## src/rtl/cmem_pkg.sv

```systemverilog
// Shared constants and state encoding for the coefficient memory controller.
package cmem_pkg;

    localparam int CMEM_DW    = 20;
    localparam int CMEM_AW    = 8;
    localparam int CMEM_DEPTH = 1 << CMEM_AW;

    // cmem control pins are active-low
    localparam logic CMEM_ON  = 1'b0;
    localparam logic CMEM_OFF = 1'b1;

    typedef enum logic [1:0] {
        IDLE,
        LOAD,
        READY
    } cmem_state_e;

endpackage

```

## src/rtl/cmem_rr_arb2.sv

```systemverilog
// Two-way round-robin arbiter; grants only while en is high, pointer moves on grant.
module rr_arb2 (
    input  logic       clk,
    input  logic       rst,
    input  logic [1:0] req,
    input  logic       en,
    output logic [1:0] gnt
);

    // requester favoured when both ask
    logic ptr;

    always_comb begin
        gnt = 2'b00;
        if (en) begin
            if (req == 2'b11)
                gnt = ptr ? 2'b10 : 2'b01;
            else
                gnt = req;
        end
    end

    always_ff @(posedge clk or posedge rst) begin
        if (rst)
            ptr <= 1'b0;
        else if (gnt[0])
            ptr <= 1'b1;
        else if (gnt[1])
            ptr <= 1'b0;
    end

endmodule

```

## src/rtl/cmem_ctrl.sv

```systemverilog
// Load sequencer and two-requester read arbiter for the coefficient memory.
// Owns every cmem pin; all cmem controls are registered.
module cmem_ctrl
    import cmem_pkg::*;
#(
    parameter int DW     = CMEM_DW,
    parameter int AW     = CMEM_AW,
    parameter int RD_LAT = 1
) (
    input  logic          clk,
    input  logic          rst,
    input  logic          load_start,
    input  logic          ld_valid,
    input  logic [DW-1:0] ld_data,
    output logic          ld_ready,
    output logic          load_done,
    output logic          loaded,
    input  logic [1:0]    req,
    input  logic [2*AW-1:0] raddr,
    output logic [1:0]    gnt,
    output logic          rvalid,
    output logic          rid,
    output logic [DW-1:0] rdata,
    output logic          cmem_cen,
    output logic          cmem_wen,
    output logic [AW-1:0] cmem_caddr,
    output logic [DW-1:0] cmem_d,
    output logic [AW-1:0] cmem_a0,
    input  logic [DW-1:0] cmem_q0
);

    cmem_state_e   state;
    logic [AW-1:0] wcnt;
    logic          rd_en;
    logic          wr_fire;
    logic [RD_LAT:0] vld_pipe;
    logic [RD_LAT:0] id_pipe;

    // a reload request wins over any read in the same cycle
    assign rd_en   = (state == READY) && !load_start;
    assign wr_fire = (state == LOAD) && ld_valid && ld_ready;

    rr_arb2 u_arb (
        .clk (clk),
        .rst (rst),
        .req (req),
        .en  (rd_en),
        .gnt (gnt)
    );

    always_ff @(posedge clk or posedge rst) begin
        if (rst) begin
            state     <= IDLE;
            wcnt      <= '0;
            ld_ready  <= 1'b0;
            load_done <= 1'b0;
            loaded    <= 1'b0;
        end else begin
            load_done <= 1'b0;
            case (state)
                IDLE, READY: begin
                    if (load_start) begin
                        state    <= LOAD;
                        wcnt     <= '0;
                        loaded   <= 1'b0;
                        ld_ready <= 1'b1;
                    end
                end
                LOAD: begin
                    if (ld_valid && ld_ready) begin
                        wcnt <= wcnt + 1'b1;
                        if (wcnt == '1) begin
                            state     <= READY;
                            ld_ready  <= 1'b0;
                            load_done <= 1'b1;
                            loaded    <= 1'b1;
                        end
                    end
                end
                default: begin
                    state    <= IDLE;
                    ld_ready <= 1'b0;
                end
            endcase
        end
    end

    // write and read never coincide: grants only exist in READY
    always_ff @(posedge clk or posedge rst) begin
        if (rst) begin
            cmem_cen   <= CMEM_OFF;
            cmem_wen   <= CMEM_OFF;
            cmem_caddr <= '0;
            cmem_d     <= '0;
            cmem_a0    <= '0;
        end else begin
            cmem_cen <= CMEM_OFF;
            cmem_wen <= CMEM_OFF;
            cmem_d   <= '0;
            if (wr_fire) begin
                cmem_cen   <= CMEM_ON;
                cmem_wen   <= CMEM_ON;
                cmem_caddr <= wcnt;
                cmem_d     <= ld_data;
            end else if (|gnt) begin
                cmem_cen <= CMEM_ON;
                cmem_a0  <= gnt[1] ? raddr[2*AW-1:AW] : raddr[AW-1:0];
            end
        end
    end

    always_ff @(posedge clk or posedge rst) begin
        if (rst) begin
            vld_pipe <= '0;
            id_pipe  <= '0;
            rdata    <= '0;
        end else begin
            vld_pipe <= {vld_pipe[RD_LAT-1:0], |gnt};
            id_pipe  <= {id_pipe[RD_LAT-1:0], gnt[1]};
            if (vld_pipe[RD_LAT-1])
                rdata <= cmem_q0;
        end
    end

    assign rvalid = vld_pipe[RD_LAT];
    assign rid    = id_pipe[RD_LAT];

endmodule

```

## config.mk

```make
export PLATFORM = sky130hd
export DESIGN_NAME = cmem_ctrl
export DESIGN_NICKNAME = d
export VERILOG_FILES = /design/src/rtl/cmem_pkg.sv /design/src/rtl/cmem_rr_arb2.sv /design/src/rtl/cmem_ctrl.sv
export SDC_FILE = /design/constraint.sdc
export NUM_CORES = 1
export LEC_CHECK = 0
export BUFFER_PORTS_ARGS = -buffer_cell sky130_fd_sc_hd__buf_2
export CAP_MARGIN = 20
export CORE_UTILIZATION = 51
export CTS_CLUSTER_SIZE = 30
export DETAILED_ROUTE_END_ITERATION = 7
export GPL_ROUTABILITY_DRIVEN = 0
export PLACE_DENSITY = 0.91
export SYNTH_ARGS = -nofsm -noshare
export SYNTH_HDL_FRONTEND = slang
export SYNTH_SLANG_ARGS = --single-unit
```

## constraint.sdc

```tcl
create_clock -name clk -period 4.02 [get_ports clk]
set_input_delay 0.201 -clock clk [delete_from_list [all_inputs] [get_ports clk]]
set_output_delay 0.201 -clock clk [all_outputs]
set_load 0.005 [all_outputs]
```

==> metrics.yaml <==
outcome: "completed"
grt_usage_pct: 22.5
syn2layout_area_growth_pct: 30.2
worstMarginPinSlew_ps: 841
power-per-cell-area_nw_per_um2: 422
relSlewSlack_pct: 43.9
start_util_pct: 53.5
hold_path.class: "in -> async"
grt_pass1_vias: 2176
dieArea_um2: 6120
clk_pin_slew_ps: 70
layout.nets: 435
clk_path_buf_depth: 2
diodes: 0
worstSetupEndpointType: "flop"
p_leak_nw: 2.10
crit_path_max_incr_delay_ps: 830
ys_async_sr_fraction_pct: 100
route.detailed.wl_per_inst_um: 14.3
period_minus_slack_ps: 2420
dp_cells: 432
ys_seq_area_share_pct: 64.3
setup_violations: 0
synth_cells: 247
drc: 0
ys.warnings.count: 0
die_w_um: 78.2
rsz0062_at_grt: "no"
grt_pass1_wl_um: 10400
ctsRootBufferMaster: "clkbuf_8"
drive_above_1_share_pct: 45.4
worst_ep_required_time_ps: 4280
crit_slowest_cell: "and4b_1"
hold_viol: 0
cts_tree: "yes"
die_y_um: 78.2
synth-edff-count: 0
finalCritPeriodShare_pct: 60.1
slew_viol_final: 0
synth.avg_cell_area_um2: 12.0
grt_max_degree: 43
drt_iter0_markers: 57
synth_flop_cell: "dfrtp_1"
firstDrtPassIters: 4
cts_inserted_buffers: 9
dp_hpwl_um: 4810
tns_ps: 0
ys_types: 33
ir_worst_vdd_v: 0.000244
postCtsResizedCells: 0
path_buf_inv: 1
htree_levels: 3
final-instance-count-excl-fill: 449
antenna_found_initial: 0
clock_sinks: 76
ctsHoldBuffers: 0
postCtsSetupBuffers: 0
syn_area_um2: 2960
syn_nets: 310
holdWs_ps: 24.4
portBuffers: 126
num_rows: 27
vias: 2307
post_drt_via_cell_ratio: 5.14
crit_fanout: 31
core_area_um2: 5540
critPathKind: "reg -> reg"
cp.arrival_ps: 2680
fmax_mhz: 414
path_delay_family: "simple AND/OR/NAND/NOR gates"
overflow: 0
io_pins: 127
worst_setup_path_start_kind: "flop"
drtAntennaViolNets: 0
clock_skew_ps: 7.87
routed_wirelength_um: 6430
worst_skew_pair.late_latency_ps: 340
cap_violations: 0
crit_chain: "and4b_1 > inv_2 > or4_1 > a21oi_1"
synth_seq_cells: 76
==> Yosys cell counts, types with 2 or more instances <==
cell type | number | share of area [%]
a31oi_1 | 9 | 1.9
o41ai_1 | 2 | 0.59
nor3_1 | 3 | 0.51
o31ai_1 | 10 | 2.5
nand2_1 | 29 | 3.7
nand4_1 | 10 | 2.1
dfrtp_1 | 74 | 63
clkbuf_1 | 12 | 1.5
and2_1 | 21 | 4.4
inv_1 | 3 | 0.38
a21oi_1 | 14 | 2.4
o21ai_0 | 6 | 1.0
dfstp_2 | 2 | 1.8
mux2_2 | 20 | 7.6
o311ai_0 | 2 | 0.59
buf_2 | 2 | 0.34
nand3_1 | 3 | 0.51
nand2b_1 | 5 | 1.1
or3_1 | 3 | 0.63
nor2b_1 | 3 | 0.63
or2_2 | 2 | 0.42
==> cells in the final DEF (no fill, tap or decap), types with 3 or more instances in the layout <==
cell,instances
o21ai_0,6
nand3_1,3
dfrtp_1,74
nand2b_1,5
clkbuf_8,11
buf_2,126
mux2_2,20
nand2_1,29
nand4_1,10
o31ai_1,10
and2_1,21
nor3_1,3
or3_1,3
a31oi_1,9
a21oi_1,14
nor2b_1,3
==> report_power, final <==
part / switching [mW] / internal (mW)
Sequential: 0.0503 / 0.822
Clock: 0.255 / 0.319
Combinational: 0.0963 / 0.0866
Total: 0.401 / 1.23
==> through the flow <==
| step | utilization [%] | instance area, um2 | total power [mW] | worst slack (ps) |
|---|---|---|---|---|
| 3_5_place_dp | 65.8 | 3640 | 1.07 | 1600 |
| 6_report | 69.6 | 3860 | 1.63 | 1600 |
| 2_1_floorplan | - | 2960 | 0.977 | 1880 |
| 4_1_cts | 69.4 | 3850 | 1.64 | 1590 |
| 3_3_place_gp | 65.8 | 3640 | 1.06 | 1690 |
| 5_1_grt | 69.6 | 3860 | 1.71 | 1350 |
==> cell families (layout without fill, tap and decap cells) <==
group / count (synthesis) / in the layout / share of synthesized area, %
adders and majority gates: 1 / 1 / 0.422
muxes: 21 / 21 / 7.94
DFF: 76 / 76 / 64.3
AOI/OAI and AO/OA: 45 / 45 / 9.46
and+or+nand+nor: 84 / 84 / 15.3
buffers and inverters: 20 / 150 / 2.62
==> worst reg2reg max path: stages (launching register included) <==
cell     delay, ps
dfrtp_1        420
and4b_1        830
inv_2          360
or4_1          570
a21oi_1        160
==> worst paths after layout <==
path                            start          to  slack [ps]  depth (start not counted)
setup / recovery             state[1]     wcnt[6]        1600                          4
hold / removal                    rst  cmem_d[19]          20                          2
setup reg to reg             state[1]     wcnt[6]        1600                          4
hold reg to reg            id_pipe[0]  id_pipe[1]         360                          0
max in group asynchronous         rst  cmem_d[18]        3150                          3
min in group clk           ld_data[4]   cmem_d[4]          70                          2
==> flip-flops by register name, indices dropped and copies added, names as in the netlist <==
register    flops
ld_ready        1
load_done       1
cmem_cen        1
cmem_d         20
cmem_wen        1
cmem_a0         8
id_pipe         2
vld_pipe        2
loaded          1
cmem_caddr      8
wcnt            8
rdata          20
state           2
u_arb.ptr       1
==> layout make-up <==
cell class | instances | area (um2)
clock buffer | 12 | 155
clock inverter | 4 | 47.5
fill | 427 | 1680
inverter | 5 | 18.8
multi-input combinational | 151 | 985
sequential | 76 | 1900
tap | 72 | 90.1
timing repair buffer | 129 | 657
==> per-layer routing <==
metal,vias up,track usage (%),wire (um)
li1,1113,-,-
met1,1082,28.8,2690
met2,99,36.5,3210
met3,13,4.65,376
met4,0,10.9,155
met5,-,0,0
No activity file was read; power rests on OpenSTA's default activity.
